===== src/rtl/puf_sweep_ctrl_if.sv =====
// Handshake between the sweep controller and the ring-oscillator PUF core.
// master: controller side; slave: PUF core side.
interface puf_sweep_ctrl_if;
    logic       reset;
    logic [7:0] challenge;
    logic [7:0] response;
    logic       done;

    modport master (
        output reset,
        output challenge,
        input  response,
        input  done
    );

    modport slave (
        input  reset,
        input  challenge,
        output response,
        output done
    );
endinterface


===== src/rtl/puf_sweep_ctrl.sv =====
// Challenge sequencer and majority-vote conditioner for the ring-oscillator PUF.
// Walks NUM_CHAL challenges, evaluates each REPEATS times, reports voted responses.
//
// state  | meaning
// IDLE   | waiting for start
// PULSE  | holding PUF reset for RST_CYCLES cycles
// WAIT   | guard cycle, then waiting for PUF done (bounded by TIMEOUT)
// EMIT   | voted result presented for one cycle
// FINISH | sweep_done pulse, then back to IDLE
module puf_sweep_ctrl #(
    parameter int REPEATS    = 5,
    parameter int NUM_CHAL   = 16,
    parameter int RST_CYCLES = 2,
    parameter int TIMEOUT    = 4_000_000
) (
    input  logic             clk,
    input  logic             reset,
    input  logic             start,
    input  logic [7:0]       chal_base,
    puf_sweep_ctrl_if.master puf,
    output logic [7:0]       result,
    output logic [7:0]       result_chal,
    output logic             result_valid,
    output logic [11:0]      unstable,
    output logic             sweep_done,
    output logic             busy,
    output logic             error
);

    localparam int RW = (RST_CYCLES > 1) ? $clog2(RST_CYCLES) : 1;
    localparam int TW = (TIMEOUT > 2) ? $clog2(TIMEOUT) : 1;

    typedef enum logic [2:0] {
        IDLE,
        PULSE,
        WAIT,
        EMIT,
        FINISH
    } state_t;

    state_t          state;
    state_t          state_nxt;
    logic [RW-1:0]   rst_tmr;
    logic [TW-1:0]   wait_tmr;
    logic [7:0][3:0] ones;
    logic [7:0][3:0] ones_upd;
    logic [3:0]      rep;
    logic [3:0]      rep_upd;
    logic [7:0]      chal;
    logic [8:0]      chal_idx;
    logic            capture;
    logic            timeout;
    logic            guard;
    logic [7:0]      vote;
    logic [3:0]      n_unst;
    logic [12:0]     unst_sum;
    logic [11:0]     unst_sat;

    // Timers preload while outside their state, so entry always sees a full count.
    assign guard    = (wait_tmr == TW'(TIMEOUT - 1));
    assign unst_sum = {1'b0, unstable} + {9'd0, n_unst};
    assign unst_sat = unst_sum[12] ? 12'hFFF : unst_sum[11:0];

    assign puf.challenge = chal;

    always_comb begin
        state_nxt = state;
        capture   = 1'b0;
        timeout   = 1'b0;
        ones_upd  = ones;
        rep_upd   = rep;
        vote      = '0;
        n_unst    = '0;

        case (state)
            IDLE: begin
                if (start) begin
                    state_nxt = PULSE;
                end
            end
            PULSE: begin
                if (rst_tmr == '0) begin
                    state_nxt = WAIT;
                end
            end
            WAIT: begin
                if (!guard && puf.done) begin
                    capture = 1'b1;
                    for (int i = 0; i < 8; i++) begin
                        ones_upd[i] = ones[i] + {3'b000, puf.response[i]};
                    end
                    rep_upd   = rep + 4'd1;
                    state_nxt = (rep_upd == 4'(REPEATS)) ? EMIT : PULSE;
                end else if (wait_tmr == '0) begin
                    timeout   = 1'b1;
                    state_nxt = IDLE;
                end
            end
            EMIT: begin
                state_nxt = (chal_idx == 9'(NUM_CHAL)) ? FINISH : PULSE;
            end
            FINISH: begin
                state_nxt = IDLE;
            end
            default: begin
                state_nxt = IDLE;
            end
        endcase

        for (int i = 0; i < 8; i++) begin
            vote[i] = ({ones_upd[i], 1'b0} > 5'(REPEATS));
            if ((ones_upd[i] != 4'd0) && (ones_upd[i] != 4'(REPEATS))) begin
                n_unst = n_unst + 4'd1;
            end
        end
    end

    always_ff @(posedge clk) begin
        if (reset) begin
            state        <= IDLE;
            rst_tmr      <= RW'(RST_CYCLES - 1);
            wait_tmr     <= TW'(TIMEOUT - 1);
            ones         <= '0;
            rep          <= '0;
            chal         <= '0;
            chal_idx     <= '0;
            puf.reset    <= 1'b0;
            result       <= '0;
            result_chal  <= '0;
            result_valid <= 1'b0;
            unstable     <= '0;
            sweep_done   <= 1'b0;
            busy         <= 1'b0;
            error        <= 1'b0;
        end else begin
            state        <= state_nxt;
            rst_tmr      <= (state == PULSE) ? rst_tmr - 1'b1 : RW'(RST_CYCLES - 1);
            wait_tmr     <= (state == WAIT) ? wait_tmr - 1'b1 : TW'(TIMEOUT - 1);
            puf.reset    <= (state_nxt == PULSE);
            busy         <= (state_nxt != IDLE);
            result_valid <= (state_nxt == EMIT);
            sweep_done   <= (state_nxt == FINISH);

            if ((state == IDLE) && start) begin
                chal     <= chal_base;
                chal_idx <= '0;
                rep      <= '0;
                ones     <= '0;
                unstable <= '0;
                error    <= 1'b0;
            end

            // The last capture of a challenge folds straight into the emitted result,
            // so the challenge advances as EMIT begins.
            if (capture) begin
                if (state_nxt == EMIT) begin
                    result      <= vote;
                    result_chal <= chal;
                    unstable    <= unst_sat;
                    chal        <= chal + 8'd1;
                    chal_idx    <= chal_idx + 9'd1;
                    ones        <= '0;
                    rep         <= '0;
                end else begin
                    ones <= ones_upd;
                    rep  <= rep_upd;
                end
            end

            if (timeout) begin
                error <= 1'b1;
            end
        end
    end

endmodule


===== src/flat_wrapper.sv =====
// flat-port wrapper written by rule: the top's interface ports become plain ports
module puf_sweep_ctrl_flat 
#(
    parameter int REPEATS    = 5,
    parameter int NUM_CHAL   = 16,
    parameter int RST_CYCLES = 2,
    parameter int TIMEOUT    = 4_000_000
)
  (clk, reset, start, chal_base, result, result_chal, result_valid, unstable, sweep_done, busy, error, puf_reset, puf_challenge, puf_response, puf_done);
  puf_sweep_ctrl_if puf_i ();
  input  logic clk;
  input  logic reset;
  input  logic start;
  input  logic [7:0] chal_base;
  output logic [7:0] result;
  output logic [7:0] result_chal;
  output logic result_valid;
  output logic [11:0] unstable;
  output logic sweep_done;
  output logic busy;
  output logic error;
  output wire logic [$bits(puf_i.reset)-1:0] puf_reset;
  output wire logic [$bits(puf_i.challenge)-1:0] puf_challenge;
  input wire logic [$bits(puf_i.response)-1:0] puf_response;
  input wire logic [$bits(puf_i.done)-1:0] puf_done;
  assign puf_reset = puf_i.reset;
  assign puf_challenge = puf_i.challenge;
  assign puf_i.response = puf_response;
  assign puf_i.done = puf_done;
  puf_sweep_ctrl #(.REPEATS(REPEATS), .NUM_CHAL(NUM_CHAL), .RST_CYCLES(RST_CYCLES), .TIMEOUT(TIMEOUT)) u_core (.clk(clk), .reset(reset), .start(start), .chal_base(chal_base), .puf(puf_i), .result(result), .result_chal(result_chal), .result_valid(result_valid), .unstable(unstable), .sweep_done(sweep_done), .busy(busy), .error(error));
endmodule

===== config.mk =====
export PLATFORM = sky130hd
export DESIGN_NAME = puf_sweep_ctrl_flat
export DESIGN_NICKNAME = d
export VERILOG_FILES = /design/src/rtl/puf_sweep_ctrl_if.sv /design/src/rtl/puf_sweep_ctrl.sv /design/src/flat_wrapper.sv
export SDC_FILE = /design/constraint.sdc
export NUM_CORES = 1
export LEC_CHECK = 0
export ABC_AREA = 1
export ABC_CLOCK_PERIOD_IN_PS = 21100
export CAP_MARGIN = 10
export CORE_ASPECT_RATIO = 1.1
export CORE_MARGIN = 8
export CORE_UTILIZATION = 55
export CTS_BUF_LIST = sky130_fd_sc_hd__clkbuf_4 sky130_fd_sc_hd__clkbuf_8
export CTS_CLUSTER_SIZE = 28
export DETAILED_ROUTE_END_ITERATION = 7
export PLACE_DENSITY = 0.77
export SKIP_CTS_REPAIR_TIMING = 1
export SYNTH_ARGS = -nofsm -noshare
export SYNTH_HDL_FRONTEND = slang
export SYNTH_SLANG_ARGS = --single-unit

===== constraint.sdc =====
create_clock -name clk -period 21.1 [get_ports clk]
set_input_delay 4.22 -clock clk [delete_from_list [all_inputs] [get_ports clk]]
set_output_delay 4.22 -clock clk [all_outputs]
set_load 0.01 [all_outputs]

* After elaboration in Yosys (flattened, before gate mapping)
Index checks and enable logic that the tools add are counted.
Cells by class: magnitude comparators 8, reduce and logical (&&, ||, !) cells 28, bitwise gates (word level) 2, add/sub/neg operators 21, equal/unequal tests 19, mux-type cells 42
Operators with widths (count):
- two-way mux 32 bit | 5
- two-way mux 12 bit | 4
- two-way mux 4 bit | 12
- > comparator 5 x 3 -> 1 bit (second input constant) | 8
- adder 4 x 1 -> 4 bit | 8
- != test 4 x 3 -> 1 bit (second input constant) | 8
- nonzero test 4 bit | 8
- adder 4 x 1 -> 4 bit (second input constant) | 7
- two-way mux 9 bit | 3
- two-way mux 8 bit | 3
- equality test 22 bit (second input constant) | 1
- logical NOT 22 bit | 1
- subtractor 22 x 1 -> 22 bit (second input constant) | 1
- two-way mux 3 bit | 5
- adder 12 x 4 -> 13 bit | 1
- case mux 3 bit (4 select lines) | 1
- logical AND 1 bit | 10
- adder 9 x 1 -> 9 bit (second input constant) | 1
- equality test 3 x 2 -> 1 bit (second input constant) | 3
- equality test 9 x 5 -> 1 bit (second input constant) | 1
- adder 8 x 1 -> 8 bit (second input constant) | 1
- two-way mux 1 bit | 8
- equality test 3 x 1 -> 1 bit (second input constant) | 2
- != test 3 bit (second input constant) | 2
- 13 further kinds | 16
Storage, ports and cells: output and inout bits 41, input port bits 20, flip-flop bits (word level) 112

* Logic depth before layout (Yosys ltp)
Gate-level depths: netlist (run 1).
word-level depth 26, gate-level depth with buffers 53, mapped depth without buffers 51

* Worst setup path before layout (run 1)
Ideal clock, no wire load.
path type input -> register, from input puf_done, to register u_core.unstable[5], arrival 10.054 ns, required time 21.009 ns, slack 10.955 ns, stages 40, path through nand3_2 > inv_2 > buf_6 > buf_2 > nand2_1 > o21ai_1 > inv_1 > or4_1 > nand2_1 > inv_1 > ha_1 > inv_1 > nand4_2 > nand2_4 > inv_1 > ha_1 > inv_1 > nand2_1 > (+4 left out) > or2_1 > nand3_1 > nand2_1 > ha_1 > nor2_1 > o21bai_1 > fa_1 > o31ai_1 > inv_1 > nor2_1 > inv_1 > nor3_1 > inv_1 > nor3_1 > nand3_1 > inv_1 > nor2_1 > a311oi_1
On the way: word-level cells in the longest chain between the ends 24, elaborated cells between the ends (all ways) 51
Ends and longest elaborated chain:
- start: declaration | line flat_wrapper.sv:25 | input wire logic [$bits(puf_i.done)-1:0] puf_done;
- logical AND 1 bit * | line puf_sweep_ctrl.sv:87 | if (!guard && puf.done) begin
- two-way mux 32 bit | line puf_sweep_ctrl.sv:87
- two-way mux 32 bit | line puf_sweep_ctrl.sv:75 | case (state)
- != test 4 x 3 -> 1 bit or nonzero test 4 bit (tied branches) | line puf_sweep_ctrl.sv:112 | if ((ones_upd[i] != 4'd0) && (ones_upd[i] != 4'(REPEATS))) begin
- logical AND 1 bit | line puf_sweep_ctrl.sv:112
- two-way mux 1 bit | line puf_sweep_ctrl.sv:112
- adder 1 x 1 -> 2 bit | line puf_sweep_ctrl.sv:113 | n_unst = n_unst + 4'd1;
- two-way mux 4 bit | line puf_sweep_ctrl.sv:112
- (+8 left out)
- adder 4 x 1 -> 4 bit | line puf_sweep_ctrl.sv:113
- two-way mux 4 bit | line puf_sweep_ctrl.sv:112
- adder 4 x 1 -> 4 bit | line puf_sweep_ctrl.sv:113
- two-way mux 4 bit | line puf_sweep_ctrl.sv:112
- adder 12 x 4 -> 13 bit | line puf_sweep_ctrl.sv:61 | assign unst_sum = {1'b0, unstable} + {9'd0, n_unst};
- two-way mux 12 bit | line puf_sweep_ctrl.sv:62 | assign unst_sat = unst_sum[12] ? 12'hFFF : unst_sum[11:0];
- two-way mux 12 bit | line puf_sweep_ctrl.sv:156 | if (state_nxt == EMIT) begin
- two-way mux 12 bit * | line puf_sweep_ctrl.sv:155 | if (capture) begin
- end signal: assignment | line puf_sweep_ctrl.sv:159 | unstable <= unst_sat;
- end: declaration | line puf_sweep_ctrl.sv:24 | output logic [11:0] unstable,
Mark *: on every way between the ends. The rest lies on a longest branch, timed or not. A chain may end at the register's enable or synchronous reset.

* Final worst setup path (run 1)
from input puf_done, to register u_core.unstable[10]
The elaborated chain is that of the path after synthesis.

==> impl_results.md, run 1 <==
- Crit end category: flop
- Data required, critical path: 21430 ps
- Setup TNS: 0 ps
- Die area: 16000 um^2
- Worst R2R Start: u_core.state[1]
- Worst skew pair latency: 390 ps
- All-Layer GR Usage: 19.4%
- Hold Path End: u_core.wait_tmr[0]
- Final Cycle Share: 57.2%
- Worst slew margin: 39.1%
- Net Sw Frac: 24.5%
- Placed Area: 7390 um^2
- Syn. warnings: 0
- Diode count: 0
- Drt pass-1 iters: 4
- Post-synth top area share: 33.3%
- Hold WS: 429 ps
- Critical path launch point type: input port
- Reg2reg path depth: 40
- DRC violation count after routing: 0
- Vias per cell: 5.25
- Setup Skew: 12.8 ps
- Mapped Cells: 971
- FP Rows: 42
- Dpl ws: 8640 ps
- Internal power: 274 uW
- Hold Fails Final Rpt: 0
- Final HPWL DP: 10.5 mm
- Routed via count: 6122
- Worst Max-Slew Pin Slew: 912 ps
- IO Count: 61
- Longest Clk Path Bufs: 2
- Clock power share: 34.3%
- Horiz. Die Dim: 122 um
- Largest stage delay on the critical path: 860 ps
- CP max-delay cell: inv_2
- Largest net degree at the start of global routing: 67
- Setup-failing EPs final: 0
- Pwr Density: 47.8 nW/um^2
- Mean Syn Cell Area: 6.94 um^2
- Reg-to-reg slack, setup: 12710 ps
- Psw: 88.8 uW
- Root buffer cell: clkbuf_8
- Worst hold start: u_core.wait_tmr[0]
- Maxcap violations: 0
- Drt wl/cell: 12.8 um
- Layout Nets: 1064
- Top FF cell, synth: dfxtp_1
- Clock-pin transition on the worst setup and hold timing paths: 100 ps
- Yosys reg bits: 112
- Vias in the first global route: 5808
- Layout cell share with drive strength beyond 1: 8.30%
- Clock sink count: 112
- CP Buf/Inv Count: 11
- Post-route setup slack: 9040 ps
- Outcome: finished clean
- Min-Delay Path Depth: 1
- Maximum vdd drop: 0.0422 mV
- Initial Util: 56.2%
- Global-route wire length before repair: 26.1 mm
- Main area contributors after synthesis: dfxtp_1 33%, nand2_1 11%, nand3_1 7.4%, a21oi_1 6.7%, ha_1 6.7%
- Mapped Nets: 1028
- Most numerous cell in the Yosys netlist: nand2_1
- Routed Antenna Nets: 0
- Comb pwr share: 6.3%
- DRT Wirelength: 14.9 mm
- Die Height: 132 um
- Post-route cell area: 7580 um^2
- Layout area overhead: 12.6%
- CTS tree: yes
- Commonest cells post-synth: 192 x nand2_1, 112 x dfxtp_1, 103 x inv_1
- Max Freq: 0.0829 GHz
- P_leak: 3.22 nW
- Reg-to-reg endpoint: u_core.unstable[10]
- Min-Delay Path Class: flop to flop
- Fin crit period: 12060 ps
- TritonCTS Buffers: 9
- EDFF count, synth: 0
- Most used cell, CP: inv_1
- Flop pwr share: 59.4%
- Post-synth ARST share: 0%
- Placer Congestion: 0.877
- Arrival @ worst endpoint: 12390 ps
- CORE AREA: 12000 um^2
- Worst path top cell family by delay: simple AND/OR/NAND/NOR gates
- Post-synth top area cell: dfxtp_1
- Fill cells: 1144
- GRT overflow: 0
- # port buffers: 60
- Mapped cell area: 6740 um^2
- H-tree Lvls: 3
- Initial antenna violation count: 0
- RSZ-0062 raised after global routing: no
- Slew Viols, Final: 0
- Starting DRC count in detailed routing: 369
- Crit Path Class: input port to flop
- Synth cell types: 43
- Sequential area share after synthesis: 33.3%
- Max FO, Critical Path: 60
power groups by stage:
stage / clock [mW] / combinational [mW] / sequential (mW)
6_report: 0.124 / 0.0228 / 0.215
3_5_place_dp: 0 / 0.0232 / 0.220
4_1_cts: 0.129 / 0.0233 / 0.215
3_3_place_gp: 0 / 0.0229 / 0.220
5_1_grt: 0.136 / 0.0253 / 0.215
2_1_floorplan: 0 / 0.0118 / 0.220
per-stage QoR:
step	util (%)	power (mW)	instances
CTS	63.3	0.367	1166
floorplan	-	0.232	971
finish	63.3	0.362	1166
global route	63.3	0.377	1166
global placement	61.7	0.243	1150
detailed placement	61.7	0.243	1150
final cells by class:
class	count	area, um^2	share of cell area [%]
Clock buffer	12	159	2.10
Tap cell	154	193	2.54
Multi-Input combinational cell	700	3870	51.1
Inverter	118	443	5.84
Clock inverter	4	28.8	0.380
Sequential cell	112	2240	29.6
Timing Repair Buffer	66	641	8.45
flip-flops by register name (all words and copies together) (netlist names), 3 cells and up:
name	flops
u_core.puf.challenge	8
u_core.result	8
u_core.rep	4
u_core.ones	32
u_core.state	3
u_core.wait_tmr	22
u_core.unstable	12
u_core.chal_idx	9
u_core.result_chal	8
logic make-up (layout without fill, tap and decap cells):
group	after synthesis	count (layout)	synth area share [%]
AO/OA/AOI/OAI	174	174	13.8
XOR/XNOR	36	36	4.68
adder cells (fa/ha/maj)	37	37	6.98
buffers and inverters	159	200	9.29
flip-flops	112	112	33.3
AND/OR/NAND/NOR	453	453	31.9
per-layer routing:
layer | share of wire (%) | GRT usage, %
met5 | 0 | 0
met4 | 2.4 | 8.79
met3 | 3.7 | 3.30
met2 | 47 | 32.9
met1 | 47 | 23.2
placed cells by master, fill, tap and decap left out, types with 17 or more instances in the layout:
master	synthesis	final
clkdlybuf4s50_1	0	59
ha_1	36	36
nand2_2	17	17
nand2_1	192	192
o21ai_0	55	55
nand3_1	99	99
dfxtp_1	112	112
inv_1	103	103
a21oi_1	90	90
xor2_1	26	26
nor2_1	74	73
worst max path at each step:
| stage | end | depth (start not counted) | start | slack [ps] |
|---|---|---|---|---|
| 2_1_floorplan | u_core.unstable[5] | 40 | puf_done | 10950 |
| 4_1_cts | u_core.unstable[11] | 39 | puf_done | 9050 |
| 6_report | u_core.unstable[10] | 39 | puf_done | 9040 |
| 5_1_grt | u_core.unstable[3] | 38 | puf_done | 8190 |
| 3_3_place_gp | u_core.unstable[5] | 39 | puf_done | 8810 |
| 3_5_place_dp | u_core.unstable[5] | 39 | puf_done | 8640 |
Power figures use the tool's default switching activity.
==> run 2, diff against run 1 <==
--- a/config.mk
+++ b/config.mk
@@ -6,7 +6,7 @@
 export NUM_CORES = 1
 export LEC_CHECK = 0
 export ABC_AREA = 1
-export ABC_CLOCK_PERIOD_IN_PS = 21100
+export ABC_CLOCK_PERIOD_IN_PS = 12200
 export CAP_MARGIN = 10
 export CORE_ASPECT_RATIO = 1.1
 export CORE_MARGIN = 8
==> constraint.sdc (replaced) <==
create_clock -name clk -period 12.2 [get_ports clk]
set_input_delay 2.44 -clock clk [delete_from_list [all_inputs] [get_ports clk]]
set_output_delay 2.44 -clock clk [all_outputs]
set_load 0.01 [all_outputs]
==> run 2 against run 1 <==
  * Hold slack worse by 2.9 ps
  * Routed wire length down 0.12%
  * Largest cell class unchanged
  * Core utilization up 0.18 points
  * Combinational power up 74%
  * Sequential share of layout area down 0.083 points
  * Critical path depth unchanged
  * Die area unchanged
  * Sequential power up 73%
  * Cell count about the same
==> impl_results.md, run 2 (synthesis results as in run 1) <==
- Data required, critical path: 12500 ps (was 21430 ps)
- Reg-to-reg endpoint: u_core.unstable[5] (was u_core.unstable[10])
- Layout area overhead: 12.9% (was 12.6%)
- Worst slew margin: 48.2% (was 39.1%)
- # port buffers: 60 (unchanged)
- Routed via count: 6131 (was 6122)
- Most frequent cells in the layout: 192 x nand2_1, 112 x dfxtp_1, 103 x inv_1 (unchanged)
- Worst R2R Start: u_core.wait_tmr[0] (was u_core.state[1])
- Pwr Density: 84.5 nW/um^2 (was 47.8 nW/um^2)
- Initial antenna violation count: 0 (unchanged)
- Maximum vdd drop: 0.0565 mV (was 0.0422 mV)
- Post-route cell area: 7600 um^2 (was 7580 um^2)
- Crit end category: flop (unchanged)
- Final design utilization: 63.5% (was 63.3%)
- Worst Max-Slew Pin Slew: 775 ps (was 912 ps)
- Horiz. Die Dim: 122 um (unchanged)
- Maxcap violations: 0 (unchanged)
- Final Cycle Share: 79.6%
- Largest net degree at the start of global routing: 67 (unchanged)
- CP max-delay cell: clkdlybuf4s50_1 (was inv_2)
- Clock-pin transition on the worst setup and hold timing paths: 100 ps (about the same)
- Slew Viols, Final: 0 (unchanged)
- Reg2reg path depth: 42 (was 40)
- Diode count: 0 (unchanged)
- Max FO, Critical Path: 21 (was 60)
- Hold WS: 426 ps (was 429 ps)
- Routed Antenna Nets: 0 (unchanged)
- Hold Fails Final Rpt: 0 (unchanged)
- CTS tree: yes (unchanged)
- All-Layer GR Usage: 19.2% (was 19.4%)
- Worst hold start: u_core.wait_tmr[0] (unchanged)
- Max Freq: 0.103 GHz
- GRT overflow: 0 (unchanged)
- Vias in the first global route: 5836 (was 5808)
- DRT Wirelength: 14.9 mm (about the same)
- Initial Util: 56.2% (unchanged)
- Drt wl/cell: 12.7 um (was 12.8 um)
- Min-Delay Path Depth: 1 (unchanged)
- P_leak: 3.23 nW (was 3.22 nW)
- TritonCTS Buffers: 9 (unchanged)
- Fill cells: 1160 (was 1144)
- Max reg flops: 32 (unchanged)
- Hold Path End: u_core.wait_tmr[0] (unchanged)
- Reg-to-reg slack, setup: 4320 ps (was 12710 ps)
- Worst skew pair latency: 400 ps (was 390 ps)
- DRC violation count after routing: 0 (unchanged)
- Fin crit period: 9710 ps
- Setup Skew: 13.8 ps (was 12.8 ps)
- Critical path launch point type: input port (unchanged)
- CORE AREA: 12000 um^2 (unchanged)
- Placer Congestion: 0.877 (unchanged)
- Final HPWL DP: 10.5 mm (about the same)
- Crit Path Class: input port to flop (unchanged)
- Longest Clk Path Bufs: 2 (unchanged)
- Vias per cell: 5.25 (about the same)
- Top reg by flops: u_core.ones (unchanged)
- Min-Delay Path Class: flop to flop (unchanged)
- Placed Area: 7400 um^2 (was 7390 um^2)
- Clock sink count: 112 (unchanged)
- RSZ-0062 raised after global routing: no (unchanged)
- Largest registers: u_core.ones x32, u_core.wait_tmr x22, u_core.unstable x12 (unchanged)
- Setup TNS: 0 ps (unchanged)
- Arrival @ worst endpoint: 10010 ps (was 12390 ps)
- Global-route wire length before repair: 25.9 mm (was 26.1 mm)
- H-tree Lvls: 3 (unchanged)
- Outcome: finished clean (unchanged)
- Layout Nets: 1065 (was 1064)
- Setup-failing EPs final: 0 (unchanged)
- Most used cell, CP: inv_1 (unchanged)
- Root buffer cell: clkbuf_8 (unchanged)
- IO Count: 61 (unchanged)
- Commonest non-fill, non-tap cell in the layout: nand2_1 (unchanged)
- Largest stage delay on the critical path: 780 ps (was 860 ps)
- Layout cell share with drive strength beyond 1: 8.39% (was 8.30%)
- Starting DRC count in detailed routing: 309 (was 369)
- Die area: 16000 um^2 (unchanged)
- FP Rows: 42 (unchanged)
- Drt pass-1 iters: 5 (was 4)
- Die Height: 132 um (unchanged)
==> run 2: changes by cell type in the layout (fill, tap and decap cells not counted), sizes merged <==
cell / change
clkinv: +1
buf: +1
clkinvlp: -1
bufinv: +1
clkbuf: -1
==> run 2: how the worst max path moves through the flow <==
stage               slack [ps]  startpoint                 end
floorplan                 3830    puf_done  u_core.unstable[5]
global placement          2270    puf_done  u_core.unstable[5]
detailed placement        2080    puf_done  u_core.unstable[5]
CTS                       2500    puf_done  u_core.unstable[5]
global route              1680    puf_done  u_core.unstable[5]
finish                    2490    puf_done  u_core.unstable[5]
==> run 2: layer usage <==
layer | vias up | wire length, um | GRT usage, %
met4 | 0 | 268 | 7.41
li1 | 3258 | - | -
met2 | 61 | 7160 | 33.3
met1 | 2796 | 7030 | 23.1
met3 | 16 | 395 | 2.61
met5 | - | 0 | 0
==> run 2: metrics by stage <==
stage                     instances  setup WS, ps  power [mW]
after floorplan                 971          3830       0.402
after global placement         1151          2270       0.420
after detailed placement       1151          2080       0.420
after CTS                      1167          2500       0.650
after global routing           1167          1680       0.666
final                          1167          2490       0.643
==> run 2: layout make-up <==
type | count | area [um^2] | share of cell area (%)
repair buffers | 67 | 648 | 8.53
clock buffers | 11 | 145 | 1.91
multi-input cells | 700 | 3870 | 51.0
inverters | 118 | 443 | 5.83
well taps | 154 | 193 | 2.53
clock inverters | 5 | 56.3 | 0.741
flip-flops and latches | 112 | 2240 | 29.5
==> run 2: critical path, delay by kind of cell <==
| kind | cells | cell delay, ps |
|---|---|---|
| and+or+nand+nor | 19 | 3200 |
| buffers and inverters | 11 | 1900 |
| adders and majority gates | 5 | 1560 |
| AOI/OAI and AO/OA | 4 | 890 |
==> run 2: where the power goes <==
group / switching [mW] / internal [mW] / leakage (nW) / total [mW]
sequential: 0.00298 / 0.369 / 0.905 / 0.372
combinational: 0.0233 / 0.0163 / 2.23 / 0.0396
clock: 0.128 / 0.103 / 0.103 / 0.231
